$ cat config.mk
export PLATFORM = sky130hd
export DESIGN_NAME = spi_reg_bridge
export DESIGN_NICKNAME = d
export VERILOG_FILES = /design/src/rtl/spi_pkg.sv /design/src/rtl/spi_sync.sv /design/src/rtl/spi_reg_bridge.sv
export SDC_FILE = /design/constraint.sdc
export NUM_CORES = 1
export LEC_CHECK = 0
export ABC_AREA = 1
export BUFFER_PORTS_ARGS = -buffer_cell sky130_fd_sc_hd__buf_4
export CORE_MARGIN = 1.5
export CORE_UTILIZATION = 62
export CTS_CLUSTER_SIZE = 14
export DETAILED_ROUTE_END_ITERATION = 10
export PLACE_DENSITY = 0.93
export RECOVER_POWER = 25
export SETUP_SLACK_MARGIN = 0.3
export SLEW_MARGIN = 20
export SYNTH_ARGS = -nofsm -noshare
export SYNTH_HDL_FRONTEND = slang
export SYNTH_SLANG_ARGS = --single-unit
$ cat constraint.sdc
create_clock -name clock -period 2.62 [get_ports clock]
set_input_delay 0.393 -clock clock [delete_from_list [all_inputs] [get_ports clock]]
set_output_delay 0.393 -clock clock [all_outputs]
set_load 0.1 [all_outputs]
$ cat src/rtl/spi_pkg.sv
// Shared types and constants for the SPI-to-register-file bridge.
package spi_pkg;

  localparam int SPI_RW_BIT      = 7;
  localparam int SPI_ADDR_W      = 6;
  localparam int SPI_DATA_W      = 8;
  localparam int SPI_SYNC_STAGES = 2;

  typedef enum logic [1:0] {
    IDLE,
    CMD,
    DATA,
    DONE
  } spi_state_e;

endpackage

$ cat src/rtl/spi_sync.sv
// Two-flop synchronizer for an asynchronous pin, plus one history flop
// that turns the synchronized level into single-cycle rise/fall pulses.
module spi_sync
  import spi_pkg::*;
#(
  parameter logic RESET_VAL = 1'b0
) (
  input  logic clock,
  input  logic reset_n,
  input  logic d_i,
  output logic level_o,
  output logic rise_o,
  output logic fall_o
);

  logic [SPI_SYNC_STAGES:0] sync_q;

  // NOTE: clocked state uses non-blocking assignments so every flop samples
  // the pre-edge value of its neighbour; blocking here would collapse the chain.
  always_ff @(posedge clock or negedge reset_n) begin
    if (!reset_n) begin
      sync_q <= {(SPI_SYNC_STAGES + 1){RESET_VAL}};
    end else begin
      sync_q <= {sync_q[SPI_SYNC_STAGES-1:0], d_i};
    end
  end

  assign level_o = sync_q[SPI_SYNC_STAGES-1];
  assign rise_o  =  sync_q[SPI_SYNC_STAGES-1] & ~sync_q[SPI_SYNC_STAGES];
  assign fall_o  = ~sync_q[SPI_SYNC_STAGES-1] &  sync_q[SPI_SYNC_STAGES];

endmodule

$ cat src/rtl/spi_reg_bridge.sv
// SPI mode-0 target turning {rw,0,addr} + data frames into register-file strobes.
// Define SPI_BURST_EN to continue a frame at auto-incremented addresses.
module spi_reg_bridge
  import spi_pkg::*;
#(
  parameter int ADDR_W = SPI_ADDR_W,
  parameter int DATA_W = SPI_DATA_W
) (
  input  logic              clock,
  input  logic              reset_n,
  input  logic              sclk,
  input  logic              cs_n,
  input  logic              mosi,
  output logic              miso,
  output logic [ADDR_W-1:0] address,
  output logic              write_en,
  output logic [DATA_W-1:0] wr_data,
  output logic              read_en,
  input  logic [DATA_W-1:0] rd_data,
  output logic              xfer_active
);

  localparam int               CNT_W    = $clog2(DATA_W);
  localparam logic [CNT_W-1:0] LAST_BIT = CNT_W'(DATA_W - 1);

  logic sclk_level, sclk_rise, sclk_fall;
  logic cs_s, cs_rise, cs_fall;
  logic mosi_s, mosi_rise, mosi_fall;
  logic sync_unused;

  spi_sync #(.RESET_VAL(1'b0)) u_sclk_sync (
    .clock(clock), .reset_n(reset_n), .d_i(sclk),
    .level_o(sclk_level), .rise_o(sclk_rise), .fall_o(sclk_fall)
  );

  // Chip select idles high, so its synchronizer resets high as well.
  spi_sync #(.RESET_VAL(1'b1)) u_cs_sync (
    .clock(clock), .reset_n(reset_n), .d_i(cs_n),
    .level_o(cs_s), .rise_o(cs_rise), .fall_o(cs_fall)
  );

  spi_sync #(.RESET_VAL(1'b0)) u_mosi_sync (
    .clock(clock), .reset_n(reset_n), .d_i(mosi),
    .level_o(mosi_s), .rise_o(mosi_rise), .fall_o(mosi_fall)
  );

  assign sync_unused = ^{sclk_level, mosi_rise, mosi_fall};

  spi_state_e        state_q, state_d;
  logic [CNT_W-1:0]  bit_cnt_q, bit_cnt_d;
  logic [DATA_W-1:0] rx_shift_q, rx_shift_d, rx_next;
  logic [DATA_W-1:0] tx_shift_q, tx_shift_d;
  logic              rw_q, rw_d;
  logic [ADDR_W-1:0] addr_q, addr_d;
  logic [DATA_W-1:0] wr_data_q, wr_data_d;
  logic              wr_pend_q, wr_pend_d;
  logic              rd_pend_q, rd_pend_d;
  logic              write_en_q, read_en_q;
  logic              rd_load_q, rd_load_d;

  always_ff @(posedge clock or negedge reset_n) begin
    if (!reset_n) begin
      state_q    <= IDLE;
      bit_cnt_q  <= '0;
      rx_shift_q <= '0;
      tx_shift_q <= '0;
      rw_q       <= 1'b0;
      addr_q     <= '0;
      wr_data_q  <= '0;
      wr_pend_q  <= 1'b0;
      rd_pend_q  <= 1'b0;
      write_en_q <= 1'b0;
      read_en_q  <= 1'b0;
      rd_load_q  <= 1'b0;
    end else begin
      state_q    <= state_d;
      bit_cnt_q  <= bit_cnt_d;
      rx_shift_q <= rx_shift_d;
      tx_shift_q <= tx_shift_d;
      rw_q       <= rw_d;
      addr_q     <= addr_d;
      wr_data_q  <= wr_data_d;
      wr_pend_q  <= wr_pend_d;
      rd_pend_q  <= rd_pend_d;
      write_en_q <= wr_pend_q;
      read_en_q  <= rd_pend_q;
      rd_load_q  <= rd_load_d;
    end
  end

  // NOTE: every signal driven here gets a default first, so no path can
  // leave one unassigned and infer a latch.
  always_comb begin
    state_d    = state_q;
    bit_cnt_d  = bit_cnt_q;
    rx_shift_d = rx_shift_q;
    tx_shift_d = tx_shift_q;
    rw_d       = rw_q;
    addr_d     = addr_q;
    wr_data_d  = wr_data_q;
    wr_pend_d  = 1'b0;
    rd_pend_d  = 1'b0;
    rd_load_d  = read_en_q;
    rx_next    = {rx_shift_q[DATA_W-2:0], mosi_s};

    // Register file returns data the cycle after read_en.
    if (rd_load_q) tx_shift_d = rd_data;

`ifdef SPI_BURST_EN
    // Step past a burst write only once its strobe has gone out.
    if (write_en_q) addr_d = addr_q + ADDR_W'(1);
`endif

    unique case (state_q)
      IDLE: begin
        if (cs_fall) begin
          state_d    = CMD;
          bit_cnt_d  = '0;
          rx_shift_d = '0;
          tx_shift_d = '0;
        end
      end
      CMD, DATA: begin
        if (cs_rise) begin
          state_d = IDLE;
        end else if (sclk_rise) begin
          rx_shift_d = rx_next;
          bit_cnt_d  = bit_cnt_q + CNT_W'(1);
          if (bit_cnt_q == LAST_BIT) begin
            if (state_q == CMD) begin
              addr_d    = rx_next[ADDR_W-1:0];
              rw_d      = rx_next[SPI_RW_BIT];
              rd_pend_d = rx_next[SPI_RW_BIT];
              if (!rx_next[SPI_RW_BIT]) tx_shift_d = '0;
              state_d = DATA;
            end else begin
              if (!rw_q) begin
                wr_data_d = rx_next;
                wr_pend_d = 1'b1;
              end
`ifdef SPI_BURST_EN
              else begin
                addr_d    = addr_q + ADDR_W'(1);
                rd_pend_d = 1'b1;
              end
`else
              state_d = DONE;
`endif
            end
          end
        end else if (sclk_fall && state_q == DATA && bit_cnt_q != '0) begin
          tx_shift_d = {tx_shift_q[DATA_W-2:0], 1'b0};
        end
      end
      DONE: begin
        if (cs_rise) state_d = IDLE;
      end
      default: state_d = IDLE;
    endcase
  end

  assign miso        = (!cs_s && state_q != DONE) ? tx_shift_q[DATA_W-1] : 1'b0;
  assign address     = addr_q;
  assign wr_data     = wr_data_q;
  assign write_en    = write_en_q;
  assign read_en     = read_en_q;
  assign xfer_active = ~cs_s;

endmodule

==> summary.txt, run 1 <==
STA
  • Fin crit share: 79.4%
  • Setup TNS Final: 0 ns
  • Fin. Hold Viols: 0
  • Hold WS: 0.196 ns
  • Final setup vio count: 0
  • RSZ-0062 raised after global routing: no
  • Clk_skew: 0.00896 ns
  • Max Slew Vio Count: 0
  • Max-slew headroom: 24.2%
  • Worst-Margin Slew: 1.14 ns
  • Max Fclk: 480 MHz
  • Final Critical Period: 2.08 ns

Routing
  • Via count: 1,933
  • Routed WL: 4.50 mm
  • Routed length per placed instance: 12.0 microns
  • Residual DRC: 0
  • Routed vias/inst: 5.15
  • Initial DRC Count: 132
  • DRT antenna net count: 0
  • TritonRoute pass-1 iters: 7

Logic synthesis
  • Synth Warn #: 0
  • Mapped Avg Cell Area: 8.29 sq um
  • Synthesized area: 0.00244 sq mm
  • Top cells by area, synth: dfrtp_1 (46%), nand2_1 (15%), o21ai_2 (9.0%)
  • Share of Yosys cell area claimed by the top area cell type: 46.1%
  • Area leader, netlist: dfrtp_1
  • Cells after synthesis: 295
  • Register area share after synthesis: 49.3%
  • Flops & latches, synth: 48
  • Synth cell types: 22
  • Post-synthesis net count: 315

Min path
  • Hold Path Class: input pin to register
  • Hold Path Cell Cnt: 1

Placed design
  • Cells after DPL: 367
  • Count of input and output buffers: 30
  • Routability congestion estimate: 0.805
  • DPL Wire Length: 3.16 mm

Clock network
  • CTS root buf: clkbuf_8
  • CTS Hold Bufs: 0
  • Worst skew pair latency: 0.30 ns
  • Max clock buf depth: 2
  • CTS clk-pin slew, worst paths: 0.09 ns
  • Post_cts resized: 0
  • CTS tree: done
  • Cts bufs inserted: 5
  • Setup Fix Bufs, Post-CTS: 0
  • CTS sink count: 48
  • H-tree depth: 2

Global route
  • Pin count of the biggest net entering global routing: 49
  • Total global-route track usage: 24.0%
  • Remaining Overflow, GRT: 0
  • Initial antenna violation count: 0
  • First-pass GRT wire length: 7.94 mm
  • Vias in the first global route: 1,878

Cells and area
  • Area grow syn2layout: 14.5%
  • Nets: 346
  • ANT cells: 0
  • Share of layout cells above drive strength 1: 23.9%
  • Fin cells: 375

Floorplanning
  • Die height: 65.8 microns
  • Die width: 65.8 microns
  • # rows: 22
  • Core Area: 0.00372 sq mm
  • Die area: 0.00433 sq mm
  • Top Ports: 31
  • Initial Util: 65.8%

Power
  • LEAKAGE: 1.53 nW
  • Peak supply drop: 0.555 mV
  • P per Cell Area: 910 mW/mm^2

Setup path
  • Req. time, crit path: 2.84 ns
  • Crit Path Class: register to register
  • Arrival time at the worst endpoint: 2.30 ns
  • Crit. End Element: register
  • R2R cell count: 8
  • Startpoint Class: register
  • Critical-path maximum fanout: 20

Status
  • Status: completed

Flow run
  • Max_cap viols: 0
==> routing by layer <==
layer	routed length, microns	global-route usage (%)
met1	2010	31.2
met5	0	0
met4	78	9.90
met2	2210	39.8
met3	203	4.26
==> final cells by class <==
| cell class | instances | area [sq um] |
|---|---|---|
| clock buffers | 6 | 82.6 |
| clock inverters | 2 | 38.8 |
| fillers | 276 | 917 |
| inverters | 46 | 173 |
| multi-input cells | 194 | 1010 |
| flip-flops and latches | 48 | 1200 |
| well taps | 48 | 60.1 |
| repair buffers | 31 | 230 |
==> cell families after synthesis <==
family	after synthesis	share of synthesized area (%)
buffers and inverters	53	9.62
adder cells (fa/ha/maj)	7	3.58
flip-flops	48	49.3
AND/OR/NAND/NOR	148	25.5
multiplexers	1	0.409
AO/OA/AOI/OAI	38	11.6
==> report_power, final <==
| part | internal, W | switching [W] |
|---|---|---|
| clock | 0.000312 | 0.000244 |
| sequential | 0.000865 | 0.0000865 |
| combinational | 0.000329 | 0.000711 |
==> final timing paths <==
| check | startpoint | end | slack [ns] |
|---|---|---|---|
| max | state_q[0] | bit_cnt_q[2] | 0.54 |
| min | cs_n | u_cs_sync.sync_q[0] | 0.20 |
| max reg2reg | state_q[0] | bit_cnt_q[2] | 0.54 |
| min reg2reg | u_mosi_sync.sync_q[0] | u_mosi_sync.sync_q[1] | 0.35 |
| max in group asynchronous | reset_n | bit_cnt_q[1] | 1.62 |
| min in group asynchronous | reset_n | address[0] | 0.30 |
==> synth_stat cells <==
library cell / number
a21oi_1: 2
buf_2: 2
buf_4: 1
buf_6: 4
dfrtp_1: 45
dfstp_2: 3
ha_1: 7
inv_1: 44
inv_2: 2
mux2i_1: 1
nand2_1: 96
nand2_2: 2
nand2_4: 2
nand3_1: 11
nand3_4: 1
nand4_2: 1
nor2_1: 31
nor2_2: 1
nor3_1: 2
nor3_2: 1
o21ai_0: 11
o21ai_2: 25
==> registers in the layout (all words and copies together), names as in the netlist <==
signal / count
rx_shift_q: 7
u_sclk_sync.sync_q: 3
u_cs_sync.sync_q: 3
bit_cnt_q: 3
wr_data: 8
wr_pend_q: 1
u_mosi_sync.sync_q: 2
read_en: 1
address: 6
rw_q: 1
write_en: 1
state_q: 2
tx_shift_q: 8
rd_pend_q: 1
rd_load_q: 1
==> per-stage QoR <==
stage                     setup WS, ns  total power, W  area [sq um]  utilization (%)
after global routing             0.392         0.00274          2800             75.3
final                            0.539         0.00255          2800             75.3
after CTS                        0.549         0.00255          2800             75.4
after global placement           0.718         0.00194          2680             72.1
after detailed placement         0.558         0.00200          2680             72.1
after floorplan                  0.373         0.00180          2450                -
==> layout by cell type (no fill, tap or decap) <==
cell       count
inv_1         44
bufinv_16      1
inv_2          2
a21oi_1        2
nor3_1         1
nand2_4        2
o21ai_2       25
nor2_1        31
buf_4         27
mux2i_1        1
nor3_2         2
nand2_2        2
ha_1           7
nand4_2        1
dfstp_2        3
nand3_4        1
nor2_2         1
clkbuf_2       1
clkinv_4       1
nand2_1       96
o21ai_0       11
dfrtp_1       45
clkbuf_8       6
clkbuf_4       3
nand3_1       11
==> worst max-delay path, stage by stage, from the launching register on <==
cell and delay (ns):
dfrtp_1 0.39, inv_1 0.08, ha_1 0.45, inv_2 0.08
nand2_1 0.08, o21ai_2 0.05, nand2_1 0.60, nand2_1 0.18
o21ai_2 0.10
Power figures use the tool's default switching activity.
==> inputs of run 2 (changes only) <==
ABC_AREA = 0   (was 1)
CORE_UTILIZATION = 50   (was 62)
PLACE_DENSITY = 0.82   (was 0.93)
clock period = 1.8 ns   (was 2.62 ns; I/O delays follow)
==> run 2 against run 1 <==
Effect of this change:
- synthesized area down 16%
- clock skew down 0.0021 ns
- sequential share of layout area up 0.74 points
- register-to-register slack worse by 0.41 ns
- cell count down 32%
- total power up 33%
- largest power group unchanged
==> summary.txt, run 2 <==
Routing
  • Routed WL: 4.02 mm (was 4.50 mm)
  • TritonRoute pass-1 iters: 5 (was 7)
  • Via count: 1,357 (was 1,933)
  • DRT antenna net count: 0 (unchanged)
  • Residual DRC: 0 (unchanged)
  • Routed vias/inst: 5.30 (was 5.15)
  • Routed length per placed instance: 15.7 microns (was 12.0 microns)
  • Initial DRC Count: 44 (was 132)

Cells and area
  • Fillers: 280 (was 276)
  • Fin cells: 256 (was 375)
  • Commonest non-fill, non-tap cell in the layout: dfrtp_1 (was nand2_1)
  • Most frequent cells in the layout: dfrtp_1 (45), buf_4 (37), nand2_1 (21) (was nand2_1 (96), dfrtp_1 (45), inv_1 (44))
  • Area grow syn2layout: 34.6% (was 14.5%)
  • Post-Route Utilization: 69.3% (was 75.3%)
  • Nets: 225 (was 346)
  • ANT cells: 0 (unchanged)
  • Share of layout cells above drive strength 1: 44.7% (was 23.9%)

Floorplanning
  • Core Area: 0.00397 sq mm (was 0.00372 sq mm)
  • Die area: 0.00448 sq mm (was 0.00433 sq mm)
  • Top Ports: 31 (unchanged)
  • # rows: 23 (was 22)
  • Die height: 66.9 microns (was 65.8 microns)
  • Initial Util: 51.5% (was 65.8%)
  • Die width: 66.9 microns (was 65.8 microns)

Logic synthesis
  • Post-synth ARST share: 100% (unchanged)
  • Synthesized area: 0.00204 sq mm (was 0.00244 sq mm)
  • Share of Yosys cell area claimed by the top area cell type: 55.1% (was 46.1%)
  • Cells after synthesis: 158 (was 295)
  • Register area share after synthesis: 58.9% (was 49.3%)
  • Mapped Avg Cell Area: 12.9 sq um (was 8.29 sq um)
  • Area leader, netlist: dfrtp_1 (unchanged)
  • Synth Flop Type: dfrtp_1 (unchanged)
  • Synth Warn #: 0 (unchanged)
  • Synth cell types: 29 (was 22)
  • Top cells by area, synth: dfrtp_1 (55%), mux2i_1 (9.8%), mux2_2 (7.2%) (was dfrtp_1 (46%), nand2_1 (15%), o21ai_2 (9.0%))
  • Top cells by count, synth: dfrtp_1 (45), nand2_1 (21), mux2i_1 (20), mux2_2 (13), inv_1 (8) (was nand2_1 (96), dfrtp_1 (45), inv_1 (44), nor2_1 (31), o21ai_2 (25))
  • Flops & latches, synth: 48 (unchanged)
  • Post-synthesis net count: 178 (was 315)
  • Count leader, synth: dfrtp_1 (was nand2_1)
  • Number of synthesized flops with an enable pin: 0 (unchanged)

Clock network
  • CTS root buf: clkbuf_8 (unchanged)
  • Cts bufs inserted: 5 (unchanged)
  • CTS tree: done (unchanged)
  • CTS clk-pin slew, worst paths: 0.09 ns (about the same)
  • CTS sink count: 48 (unchanged)
  • Max clock buf depth: 2 (unchanged)
  • H-tree depth: 2 (unchanged)
  • Worst skew pair latency: 0.31 ns (was 0.30 ns)

STA
  • Fin crit share: 92.9% (was 79.4%)
  • Max Slew Vio Count: 0 (unchanged)
  • Clk_skew: 0.00683 ns (was 0.00896 ns)
  • Worst-Margin Slew: 1.14 ns (about the same)
  • Setup TNS Final: 0 ns (unchanged)
  • Max-slew headroom: 24.2% (about the same)
  • Fin. Hold Viols: 0 (unchanged)
  • Final setup vio count: 0 (unchanged)
  • RSZ-0062 raised after global routing: yes (was no)
  • Max Fclk: 598 MHz (was 480 MHz)
  • Final Critical Period: 1.67 ns (was 2.08 ns)
  • Hold WS: 0.0635 ns (was 0.196 ns)

Setup path
  • Worst Path Buf+Inv: 1 (was 2)
  • Max stage delay on crit path: 0.40 ns (was 0.60 ns)
  • Critical-path maximum fanout: 5 (was 20)
  • Arrival time at the worst endpoint: 1.87 ns (was 2.30 ns)
  • Crit. End Element: register (unchanged)
  • Req. time, crit path: 2.00 ns (was 2.84 ns)
  • Crit Path Class: register to register (unchanged)
  • Startpoint Class: register (unchanged)
  • Slowest CP cell: dfrtp_1 (was nand2_1)
  • CP top delay family: flip-flops (was simple AND/OR/NAND/NOR gates)
  • Cell Chain, Critical Path: ha_2 -> ha_4 -> and3b_2 -> buf_4 -> nand4_4 -> mux2_4 (was inv_1 -> ha_1 -> inv_2 -> nand2_1 -> o21ai_2 -> nand2_1 -> nand2_1 -> o21ai_2)

Placed design
  • DPL Wire Length: 2.63 mm (was 3.16 mm)
  • Cells after DPL: 235 (was 367)
  • Routability congestion estimate: 0.787 (was 0.805)
  • Count of input and output buffers: 30 (unchanged)

Power
  • Peak supply drop: 0.853 mV (was 0.555 mV)
  • P_sw: 0.00118 W (was 0.00104 W)
  • Logic pwr share: 38.7% (was 40.8%)
  • Cell-internal power: 0.00221 W (was 0.00151 W)
  • Clk pwr share: 23.8% (was 21.8%)
  • P per Cell Area: 1230 mW/mm^2 (was 910 mW/mm^2)
  • Sequential share of power: 37.6% (was 37.4%)
  • LEAKAGE: 1.32 nW (was 1.53 nW)
  • Switch share: 34.9% (was 40.9%)

Global route
  • Met2 Resource Use GR: 31.5% (was 39.8%)
  • First-pass GRT wire length: 6.32 mm (was 7.94 mm)
  • Total global-route track usage: 19.8% (was 24.0%)
  • GRT met1 Usage: 24.6% (was 31.2%)
  • Initial antenna violation count: 0 (unchanged)
  • Met3 Track Usage GR: 5.57% (was 4.26%)
  • Pin count of the biggest net entering global routing: 49 (unchanged)
  • Remaining Overflow, GRT: 0 (unchanged)
  • Vias in the first global route: 1,351 (was 1,878)
  • Global route hottest layer: met2 (unchanged)

Flow run
  • Max_cap viols: 0 (unchanged)

Min path
  • Hold Path Class: input pin to register (unchanged)

Status
  • Status: completed (unchanged)
-- run 2: changes by cell type after synthesis, moves of 2 or more --
cell,previous run,this run
nand2_2,2,0
nand2_1,96,21
nor3_1,2,0
mux2i_1,1,20
nand2b_1,0,5
buf_6,4,2
nand2_4,2,0
o2bb2ai_1,0,7
o21ai_2,25,0
nor2_1,31,6
mux2_2,0,13
nand3_1,11,0
inv_1,44,8
o21ai_0,11,1
-- run 2: power groups by stage --
stage               clock [W]  combinational [W]  sequential (W)
global placement            0           0.000929         0.00128
global route         0.000866            0.00141         0.00129
CTS                  0.000823            0.00127         0.00127
detailed placement          0           0.000984         0.00129
floorplan                   0           0.000778         0.00127
finish               0.000805            0.00131         0.00127
-- run 2: what timing repair did --
item / 4_1_cts / 5_1_grt
buffers inserted: 10 / 0
resized for setup: 16 / 6
gates cloned: 2 / 0
hold buffers: 1 / 0
pin swaps: 4 / 5
endpoints found under the setup margin: 36 / 39
endpoints found under the hold margin: 45 / 0
-- run 2: kinds of logic (layout without fill, tap and decap cells) --
logic type	Yosys count	after routing	synth area share [%]
buf+inv	15	61	3.79
fa+ha+maj	8	8	4.83
simple gates	40	42	10.1
flops	48	48	58.9
compound gates	14	14	5.39
mux	33	33	17.0
-- run 2: through the flow --
step	cell area [sq um]	setup WS [ns]	power (W)
after floorplan	2170	0.0853	0.00205
after global placement	2430	0.0550	0.00221
after detailed placement	2430	-0.0356	0.00228
after CTS	2720	0.148	0.00336
after global routing	2750	0.0660	0.00356
final	2750	0.128	0.00339
-- run 2: worst paths after layout --
kind / from / to / slack, ns / cells after the start
worst min-delay path: cs_n / u_cs_sync.sync_q[0] / 0.06 / 1
max in group asynchronous: reset_n / rx_shift_q[1] / 0.39 / 2
min in group asynchronous: reset_n / wr_data[3] / 0.71 / 2
worst min register to register: u_sclk_sync.sync_q[0] / u_sclk_sync.sync_q[1] / 0.36 / 0
worst max-delay path: bit_cnt_q[0] / wr_data[5] / 0.13 / 6
worst max register to register: bit_cnt_q[0] / wr_data[5] / 0.13 / 6
-- run 2: cell type report --
cell class	count	area, sq um	share of cell area, %
clock buffers	6	82.6	3.00
well taps	50	62.6	2.27
inverters	9	38.8	1.41
multi-input cells	97	977	35.5
repair buffers	44	347	12.6
clock inverters	2	38.8	1.41
flip-flops and latches	48	1200	43.8
-- run 2: routing by layer --
metal	wire length (microns)	vias up	share of wire, %
met5	0	-	0
met4	97	0	2.4
met3	174	9	4.3
met2	2040	33	51
met1	1710	675	43
li1	-	640	-
==> inputs of run 3 (changes only) <==
CORE_ASPECT_RATIO = 0.8   (was not set)
==> run 3 against run 2 <==
Effect of this change:
- utilization increased by 1.9 points
- critical path type unchanged
- total power fell by 0.93%
- maximum frequency down 1.8%
- highest routed layer unchanged
- routed wire length grew 6.3%
- critical endpoint is now address[1]
- critical path depth decreased by 1
- clock skew fell by 0.0011 ns
- setup slack lost 0.030 ns
==> summary.txt, run 3 (same netlist as run 2, synthesis figures left out) <==
Status
  • Status: completed (unchanged)

STA
  • Max-slew headroom: 24.4% (was 24.2%)
  • Hold WS: 0.0751 ns (was 0.0635 ns)
  • Setup ws final: 0.0981 ns (was 0.128 ns)
  • Worst-Margin Slew: 1.13 ns (was 1.14 ns)
  • Max Fclk: 588 MHz (was 598 MHz)
  • Final setup vio count: 0 (unchanged)
  • Fin crit share: 94.5% (was 92.9%)
  • Clk_skew: 0.00576 ns (was 0.00683 ns)
  • Max Slew Vio Count: 0 (unchanged)
  • RSZ-0062 raised after global routing: yes (unchanged)
  • Final Critical Period: 1.70 ns (was 1.67 ns)
  • Fin. Hold Viols: 0 (unchanged)

Floorplanning
  • Die area: 0.00448 sq mm (about the same)
  • Die height: 60.2 microns (was 66.9 microns)
  • Core Area: 0.00385 sq mm (was 0.00397 sq mm)
  • # rows: 20 (was 23)
  • Top Ports: 31 (unchanged)
  • Die width: 74.5 microns (was 66.9 microns)
  • Initial Util: 53.1% (was 51.5%)

Clock network
  • H-tree depth: 2 (unchanged)
  • Cts bufs inserted: 5 (unchanged)
  • Worst skew pair latency: 0.30 ns (was 0.31 ns)
  • CTS sink count: 48 (unchanged)
  • Max clock buf depth: 2 (unchanged)
  • CTS tree: done (unchanged)
  • CTS clk-pin slew, worst paths: 0.08 ns (was 0.09 ns)
  • CTS root buf: clkbuf_8 (unchanged)

Routing
  • Routed length per placed instance: 16.3 microns (was 15.7 microns)
  • Residual DRC: 0 (unchanged)
  • DRT antenna net count: 0 (unchanged)
  • Initial DRC Count: 93 (was 44)
  • Routed WL: 4.27 mm (was 4.02 mm)
  • Via count: 1,380 (was 1,357)
  • TritonRoute pass-1 iters: 6 (was 5)
  • Routed vias/inst: 5.27 (was 5.30)

Cells and area
  • Share of layout cells above drive strength 1: 45.9% (was 44.7%)
  • Most frequent cells in the layout: dfrtp_1 (43), buf_4 (38), nand2_1 (21) (was dfrtp_1 (45), buf_4 (37), nand2_1 (21))
  • Commonest non-fill, non-tap cell in the layout: dfrtp_1 (unchanged)
  • Fin cells: 262 (was 256)
  • Area grow syn2layout: 34.1% (was 34.6%)
  • ANT cells: 0 (unchanged)
  • Nets: 226 (was 225)

Setup path
  • Reg2reg setup slack: 0.1 ns (was 0.13 ns)
  • R2R cell count: 5 (was 6)
  • Crit Path Class: register to register (unchanged)
  • Startpoint Class: register (unchanged)
  • Critical-path maximum fanout: 8 (was 5)
  • Max stage delay on crit path: 0.38 ns (was 0.40 ns)
  • Crit. End Element: register (unchanged)
  • Req. time, crit path: 1.99 ns (was 2.00 ns)
  • Slowest CP cell: dfrtp_1 (unchanged)
  • Cell Chain, Critical Path: ha_2 -> ha_4 -> and3b_2 -> nand4_4 -> mux2_4 (was ha_2 -> ha_4 -> and3b_2 -> buf_4 -> nand4_4 -> mux2_4)
  • Worst R2R End: address[1] (was wr_data[5])
  • Arrival time at the worst endpoint: 1.89 ns (was 1.87 ns)
  • R2r startpoint: bit_cnt_q[1] (was bit_cnt_q[0])

Global route
  • First-pass GRT wire length: 6.75 mm (was 6.32 mm)
  • Total global-route track usage: 21.4% (was 19.8%)
  • Remaining Overflow, GRT: 0 (unchanged)
  • Pin count of the biggest net entering global routing: 49 (unchanged)
  • Vias in the first global route: 1,417 (was 1,351)
  • Initial antenna violation count: 0 (unchanged)

Min path
  • Hold Path Cell Cnt: 1 (unchanged)
  • Hold Path Class: input pin to register (unchanged)
  • HP Start: cs_n (unchanged)
  • WHS Endpoint: u_cs_sync.sync_q[0] (unchanged)

Power
  • LEAKAGE: 1.31 nW (was 1.32 nW)
  • Pwr Total: 0.00336 W (was 0.00339 W)
  • Peak supply drop: 0.810 mV (was 0.853 mV)
  • P per Cell Area: 1220 mW/mm^2 (was 1230 mW/mm^2)

Flow run
  • Max_cap viols: 0 (unchanged)

Placed design
  • Count of input and output buffers: 30 (unchanged)
  • Worst slack, placed: -0.0162 ns (was -0.0356 ns)
  • Routability congestion estimate: 0.845 (was 0.787)
  • Cells after DPL: 242 (was 235)
  • DPL Wire Length: 2.57 mm (was 2.63 mm)
-- run 3: metrics by stage --
step	util [%]	setup TNS, ns	instance area, sq um
2_1_floorplan	-	0	2170
3_3_place_gp	63.5	0	2450
3_5_place_dp	63.5	-0.109	2450
4_1_cts	70.6	0	2720
5_1_grt	71.2	0	2740
6_report	71.2	0	2740
-- run 3: per-layer routing --
metal	vias up	track usage (%)	routed length [microns]
met2	42	34.1	2050
li1	638	-	-
met5	-	0	0
met4	0	11.9	112
met3	10	5.73	173
met1	690	26.6	1930
-- run 3: power by group --
group          switching (W)  internal [W]  leakage, nW
combinational       0.000775      0.000633        0.631
clock               0.000343      0.000312       0.0445
sequential          0.000112       0.00118        0.638
total                0.00123       0.00213         1.31
-- run 3: worst max-delay path: cells and delay by family, from the launching register on --
family,cells,cell delay [ns]
simple gates,2,0.51
flops,1,0.38
mux,1,0.36
fa+ha+maj,2,0.32
-- run 3: repair_timing --
item                                    4_1_cts  5_1_grt
gates resized for setup                      18        6
hold buffers                                  1        0
hold endpoints to repair                     45        0
pin swaps                                    11        4
buffers inserted                              9        0
endpoints found under the setup margin       38       38
cloned                                        2        0
-- run 3: final cells by class --
cell class | instances | area, sq um
clock buffer | 7 | 86.3
clock inverter | 1 | 7.51
fill | 283 | 1110
inverter | 9 | 38.8
multi-input combinational | 97 | 980
sequential | 48 | 1210
tap | 55 | 68.8
timing repair buffer | 45 | 354
-- run 3: worst max-delay path by stage --
stage,depth (start not counted),end,startpoint,slack [ns]
3_5_place_dp,5,wr_data[1],state_q[0],-0.02
3_3_place_gp,5,wr_data[2],state_q[0],0.07
6_report,5,address[1],bit_cnt_q[1],0.1
2_1_floorplan,2,miso,state_q[1],0.09
4_1_cts,5,address[1],bit_cnt_q[1],0.11
5_1_grt,7,rw_q,bit_cnt_q[1],0.04
